===== src/rtl/photon_core.sv =====
// photon_core -- PHOTON P256 permutation engine (PHOTON-224/32/32 internal permutation).
//
// The 256-bit state is eight 32-bit words. Word k is row k of an 8x8 matrix of
// 4-bit cells, and cell 0 is the most significant nibble. Software loads the
// words, issues HASH, waits for ready, then reads the permuted words back.
//
// Ports
//   clk       in   1   system clock, rising edge
//   reset     in   1   synchronous, active-high
//   opcode    in   2   00 NOP, 01 READ, 10 WRITE, 11 HASH (only acted on while idle)
//   addr      in   3   state word index
//   data_in   in  32   write data
//   data_out  out 32   registered read data, holds until next READ or reset
//   ready     out  1   1 = idle / result valid, 0 = permutation running
//
// Build option
//   PHOTON_UNROLL2_EN  when defined, two rounds are chained per cycle (6-cycle run).
//                      When undefined, one round per cycle (12-cycle run).
//
// FSM states
//   state | meaning
//   IDLE  | accepts READ / WRITE / HASH
//   RUN   | applying rounds rnd (and rnd+1 when unrolled); commands ignored

module photon_core (
  input  logic        clk,
  input  logic        reset,
  input  logic [1:0]  opcode,
  input  logic [2:0]  addr,
  input  logic [31:0] data_in,
  output logic [31:0] data_out,
  output logic        ready
);

  typedef enum logic {IDLE, RUN} state_t;

  state_t           state, state_nx;
  logic [3:0]       rnd, rnd_nx;
  logic [7:0][31:0] st, st_nx;
  logic [7:0][31:0] step;
  logic [31:0]      dout_nx;
  logic             last_rnd;

  function automatic logic [3:0] rc_of(input logic [3:0] t);
    case (t)
      4'd0:    rc_of = 4'h1;
      4'd1:    rc_of = 4'h3;
      4'd2:    rc_of = 4'h7;
      4'd3:    rc_of = 4'hE;
      4'd4:    rc_of = 4'hD;
      4'd5:    rc_of = 4'hB;
      4'd6:    rc_of = 4'h6;
      4'd7:    rc_of = 4'hC;
      4'd8:    rc_of = 4'h9;
      4'd9:    rc_of = 4'h2;
      4'd10:   rc_of = 4'h5;
      4'd11:   rc_of = 4'hA;
      default: rc_of = 4'h0;
    endcase
  endfunction

  function automatic logic [3:0] ic_of(input logic [2:0] r);
    case (r)
      3'd0:    ic_of = 4'h0;
      3'd1:    ic_of = 4'h1;
      3'd2:    ic_of = 4'h3;
      3'd3:    ic_of = 4'h7;
      3'd4:    ic_of = 4'hF;
      3'd5:    ic_of = 4'hE;
      3'd6:    ic_of = 4'hC;
      default: ic_of = 4'h8;
    endcase
  endfunction

  function automatic logic [3:0] sbox(input logic [3:0] a);
    case (a)
      4'h0: sbox = 4'hC;
      4'h1: sbox = 4'h5;
      4'h2: sbox = 4'h6;
      4'h3: sbox = 4'hB;
      4'h4: sbox = 4'h9;
      4'h5: sbox = 4'h0;
      4'h6: sbox = 4'hA;
      4'h7: sbox = 4'hD;
      4'h8: sbox = 4'h3;
      4'h9: sbox = 4'hE;
      4'hA: sbox = 4'hF;
      4'hB: sbox = 4'h8;
      4'hC: sbox = 4'h4;
      4'hD: sbox = 4'h7;
      4'hE: sbox = 4'h1;
      default: sbox = 4'h2;
    endcase
  endfunction

  // Multiply by x modulo x^4+x+1.
  function automatic logic [3:0] xtime(input logic [3:0] a);
    xtime = {a[2:0], 1'b0} ^ (a[3] ? 4'h3 : 4'h0);
  endfunction

  // GF(2^4) product with a constant k; synthesises to a small XOR network.
  function automatic logic [3:0] gmul(input logic [3:0] a, input logic [3:0] k);
    logic [3:0] p;
    logic [3:0] m;
    p = 4'h0;
    m = a;
    for (int i = 0; i < 4; i++) begin
      if (k[i]) p = p ^ m;
      m = xtime(m);
    end
    gmul = p;
  endfunction

  function automatic logic [7:0][31:0] perm_round(input logic [7:0][31:0] s,
                                                   input logic [3:0]       t);
    logic [3:0]       x   [8][8];
    logic [3:0]       y   [8][8];
    logic [3:0]       col [8];
    logic [3:0]       v;
    logic [7:0][31:0] o;
    // AddConstants only touches column 0, folded in ahead of the S-box.
    for (int r = 0; r < 8; r++)
      for (int c = 0; c < 8; c++)
        x[r][c] = sbox(s[r][31-4*c -: 4] ^
                       ((c == 0) ? (rc_of(t) ^ ic_of(3'(r))) : 4'h0));
    for (int r = 0; r < 8; r++)
      for (int c = 0; c < 8; c++)
        y[r][c] = x[r][(c + r) % 8];
    // Serial MixColumns: eight shift-and-append steps, fully unrolled.
    for (int c = 0; c < 8; c++) begin
      for (int i = 0; i < 8; i++) col[i] = y[i][c];
      for (int it = 0; it < 8; it++) begin
        v = gmul(col[0], 4'd2) ^ gmul(col[1], 4'd4) ^ gmul(col[2], 4'd2) ^
            gmul(col[3], 4'd11) ^ gmul(col[4], 4'd2) ^ gmul(col[5], 4'd8) ^
            gmul(col[6], 4'd5) ^ gmul(col[7], 4'd6);
        for (int i = 0; i < 7; i++) col[i] = col[i+1];
        col[7] = v;
      end
      for (int i = 0; i < 8; i++) y[i][c] = col[i];
    end
    for (int r = 0; r < 8; r++)
      for (int c = 0; c < 8; c++)
        o[r][31-4*c -: 4] = y[r][c];
    return o;
  endfunction

`ifdef PHOTON_UNROLL2_EN
  localparam logic [3:0] RND_STEP = 4'd2;
  assign step     = perm_round(perm_round(st, rnd), rnd + 4'd1);
  assign last_rnd = (rnd == 4'd10);
`else
  localparam logic [3:0] RND_STEP = 4'd1;
  assign step     = perm_round(st, rnd);
  assign last_rnd = (rnd == 4'd11);
`endif

  assign ready = (state == IDLE);

  always_ff @(posedge clk) begin
    if (reset) begin
      state    <= IDLE;
      rnd      <= 4'd0;
      st       <= '0;
      data_out <= 32'h0;
    end else begin
      state    <= state_nx;
      rnd      <= rnd_nx;
      st       <= st_nx;
      data_out <= dout_nx;
    end
  end

  always_comb begin
    state_nx = state;
    rnd_nx   = rnd;
    st_nx    = st;
    dout_nx  = data_out;
    case (state)
      IDLE: begin
        case (opcode)
          2'b01: dout_nx = st[addr];
          2'b10: st_nx[addr] = data_in;
          2'b11: begin
            state_nx = RUN;
            rnd_nx   = 4'd0;
          end
          default: ;
        endcase
      end
      RUN: begin
        st_nx = step;
        if (last_rnd) begin
          state_nx = IDLE;
          rnd_nx   = 4'd0;
        end else begin
          rnd_nx = rnd + RND_STEP;
        end
      end
      default: state_nx = IDLE;
    endcase
  end

endmodule


===== config.mk =====
export PLATFORM = sky130hd
export DESIGN_NAME = photon_core
export DESIGN_NICKNAME = d
export VERILOG_FILES = /design/src/rtl/photon_core.sv
export SDC_FILE = /design/constraint.sdc
export NUM_CORES = 2
export LEC_CHECK = 0
export ABC_AREA = 1
export BUFFER_PORTS_ARGS = -buffer_cell sky130_fd_sc_hd__buf_2
export CAP_MARGIN = 20
export CORE_UTILIZATION = 37
export CTS_CLUSTER_SIZE = 20
export DETAILED_ROUTE_END_ITERATION = 16
export HOLD_SLACK_MARGIN = 0.06
export PLACE_DENSITY_LB_ADDON = 0.12
export SLEW_MARGIN = 30
export SYNTH_ARGS = -nofsm -noshare
export SYNTH_HDL_FRONTEND = slang
export SYNTH_MEMORY_MAX_BITS = 65536
export SYNTH_SLANG_ARGS = --single-unit

===== constraint.sdc =====
create_clock -name clk -period 7.72 [get_ports clk]
set_input_delay 2.316 -clock clk [delete_from_list [all_inputs] [get_ports clk]]
set_output_delay 2.316 -clock clk [all_outputs]
set_load 0.02 [all_outputs]

==> out/results.tsv <==
metric	value	unit
cp_max_fo	8	
routedWlPerCell	21.4	um
report.final.hold_viol_count	0	
status	finished clean	
syn2layout_area_growth	8.59	%
worstMarginPinSlew	1100	ps
tritoncts	done	
synth.cell_area	0.0681	sq mm
critical_path_cell_count	43	
fin_setup_tns	0	ps
critical-path-top-delay-family	simple AND/OR/NAND/NOR gates	
rows	157	
max-slew-margin-rel	0.263	
timing.critical_path.from_type	flip-flop	
critical-path-max-stage-delay	740	ps
placeableCoreArea	0.183	sq mm
cts-root-buf	sky130_fd_sc_hd__clkbuf_16	
port_buffers	71	
ctsHoldBuffers	0	
mostFrequentLayoutCells	sky130_fd_sc_hd__nand2_1 (3521), sky130_fd_sc_hd__inv_1 (1158), sky130_fd_sc_hd__nand3_1 (1032)	
cts.clk_slew.worst_paths	60	ps
synth-async-reset-ratio	0	
timing_max_transition_violations_final	0	
initial_utilization	0.372	
totalWireLength	284	mm
cts_post_setup_buffers_inserted	0	
route.vias.total	69500	
ys_types	74	
finalCriticalPeriod	7160	ps
number_of_antenna_violations_at_the_first_check_in_global_routing	37	
vias_per_cell	5.23	
largest_net_degree_at_the_start_of_global_routing	91	
grt_first_pass_wirelength	414	mm
critical-path-top-cell-by-count	sky130_fd_sc_hd__nand2_1	
clock_skew_after_layout	35.6	ps
synthCells	10800	
share_of_synthesized_area_occupied_by_flip_flops_and_latches	0.153	
ant_nets	0	
cap_violations	0	
fin_crit_sh	0.927	
weighted_congestion_at_the_end_of_routability_driven_global_placement	1.02	
route.detailed.drc	0	
most_common_cell_after_layout_fill_and_taps_aside	sky130_fd_sc_hd__nand2_1	
cp.arrival	7740	ps
whs_path_cells	2	
ys_ff_latch	521	
layout.core_utilization	0.404	
crit_buf_inv	3	
die_x	431	um
1st_pass_router_iterations	12	
setup-violations-final	0	
global_route.usage.total	0.295	
achievable-frequency	140	MHz
cts_made_buffers	73	
initialDrtViolationCount	6248	
die-height	431	um
ff2ff_path_depth	43	
timing.critical_path.slowest_stage_cell	sky130_fd_sc_hd__dfxtp_1	
design.die.area	0.186	sq mm
synth_enable_flop_cells	0	
timing.hold.ws	500	ps
grt_setup_unrepaired	false	
io_pins	72	
worstPathRequired	8310	ps
clock_latency	710	ps
drive_above_1_share	0.111	
clock_path_buffers	3	
min-delay-path-class	flip-flop to flip-flop	
place.detailed.hpwl	228	mm
fillerInstances	19600	
critical_path_class	flip-flop to flip-flop	
final_nets	11100	
postSynthAreaPerCell	6.31	sq um
ys_dominant_reg_cell	sky130_fd_sc_hd__dfxtp_1	
synthesis.nets	11100	
synthesis.yosys.warnings	0	
grt_pass1_vias	64600	
numClockSinks	521	
cp-end-kind	flip-flop	
grt_overflow	0	
ctsResizeCount	0	
cts_htree_levels	3	
area by class of cell:
| type | count | area, sq um | share of cell area |
|---|---|---|---|
| clock inverter | 30 | 493 | 0.00667 |
| inverter | 1253 | 4730 | 0.0640 |
| clock buffer | 101 | 2130 | 0.0289 |
| antenna | 23 | 57.6 | 0.000778 |
| multi-input combinational | 8698 | 51600 | 0.698 |
| timing repair buffer | 200 | 1420 | 0.0192 |
| sequential | 521 | 10400 | 0.141 |
| tap | 2464 | 3080 | 0.0417 |
stage by stage:
stage / std cells / instance area [sq um] / setup WS (ps)
after CTS: 13300 / 73800 / 281
final: 13300 / 73900 / 564
after global placement: 13100 / 71200 / 351
after global routing: 13300 / 73900 / 3.68
after floorplan: 10800 / 68100 / 2270
after detailed placement: 13100 / 71200 / 323
final timing paths:
kind,start,end,slack [ps]
worst max-delay path,st[252]$_SDFFE_PP0P_,flip-flop,560
worst min-delay path,data_out[6]$_SDFFE_PP0P_,data_out[6]$_SDFFE_PP0P_,500
worst max register to register,st[252]$_SDFFE_PP0P_,flip-flop,560
worst min register to register,data_out[6]$_SDFFE_PP0P_,data_out[6]$_SDFFE_PP0P_,500
cell usage after synthesis, types with 20 or more instances:
master | count | area [sq um]
sky130_fd_sc_hd__o22ai_1 | 48 | 300
sky130_fd_sc_hd__inv_1 | 1164 | 4370
sky130_fd_sc_hd__buf_1 | 23 | 86.3
sky130_fd_sc_hd__ha_1 | 323 | 4040
sky130_fd_sc_hd__or2_2 | 77 | 482
sky130_fd_sc_hd__a32oi_1 | 21 | 184
sky130_fd_sc_hd__xnor2_1 | 590 | 5170
sky130_fd_sc_hd__a22oi_1 | 61 | 458
sky130_fd_sc_hd__o31ai_1 | 32 | 240
sky130_fd_sc_hd__a31oi_1 | 79 | 494
sky130_fd_sc_hd__o21ai_1 | 47 | 235
sky130_fd_sc_hd__o221ai_1 | 58 | 508
sky130_fd_sc_hd__buf_2 | 69 | 345
sky130_fd_sc_hd__xor2_2 | 20 | 325
sky130_fd_sc_hd__a221oi_1 | 38 | 333
sky130_fd_sc_hd__nand4_1 | 21 | 131
sky130_fd_sc_hd__o211ai_1 | 92 | 691
sky130_fd_sc_hd__nand3_1 | 1033 | 5170
sky130_fd_sc_hd__inv_2 | 75 | 282
sky130_fd_sc_hd__xor2_1 | 1004 | 8790
sky130_fd_sc_hd__clkbuf_1 | 186 | 698
sky130_fd_sc_hd__nand3b_1 | 56 | 420
sky130_fd_sc_hd__nor2_1 | 156 | 586
sky130_fd_sc_hd__a21oi_1 | 222 | 1110
sky130_fd_sc_hd__dfxtp_1 | 521 | 10400
sky130_fd_sc_hd__nand2_4 | 105 | 1180
sky130_fd_sc_hd__nand2_1 | 3524 | 13200
sky130_fd_sc_hd__o21ai_0 | 434 | 2170
sky130_fd_sc_hd__nand2_2 | 414 | 2590
sky130_fd_sc_hd__nand3_2 | 65 | 651
kinds of logic (layout without fill, tap and decap cells):
kind of cell / after synthesis / count (layout) / synth area share
adder cells (fa/ha/maj): 323 / 323 / 0.0594
XOR/XNOR: 1642 / 1642 / 0.218
multiplexers: 5 / 5 / 0.000827
flip-flops: 521 / 521 / 0.153
AO/OA/AOI/OAI: 1223 / 1223 / 0.111
AND/OR/NAND/NOR: 5505 / 5505 / 0.366
buffers and inverters: 1565 / 1584 / 0.0913
other: 0 / 23 / 0
metal layers:
layer | wire length [um] | part of all wire | global-route usage
met5 | 137 | 0.00048 | 0
met4 | 15700 | 0.055 | 0.154
met3 | 19000 | 0.067 | 0.0429
met2 | 128000 | 0.45 | 0.479
met1 | 121000 | 0.43 | 0.377
worst min-delay path, stage by stage, from the launching register on:
cell,delay [ps]
sky130_fd_sc_hd__dfxtp_1,330
sky130_fd_sc_hd__o211ai_1,90
sky130_fd_sc_hd__inv_1,50
Power is not shown: default switching activity piles up to over one toggle a cycle in this logic, so the estimate is an artifact.
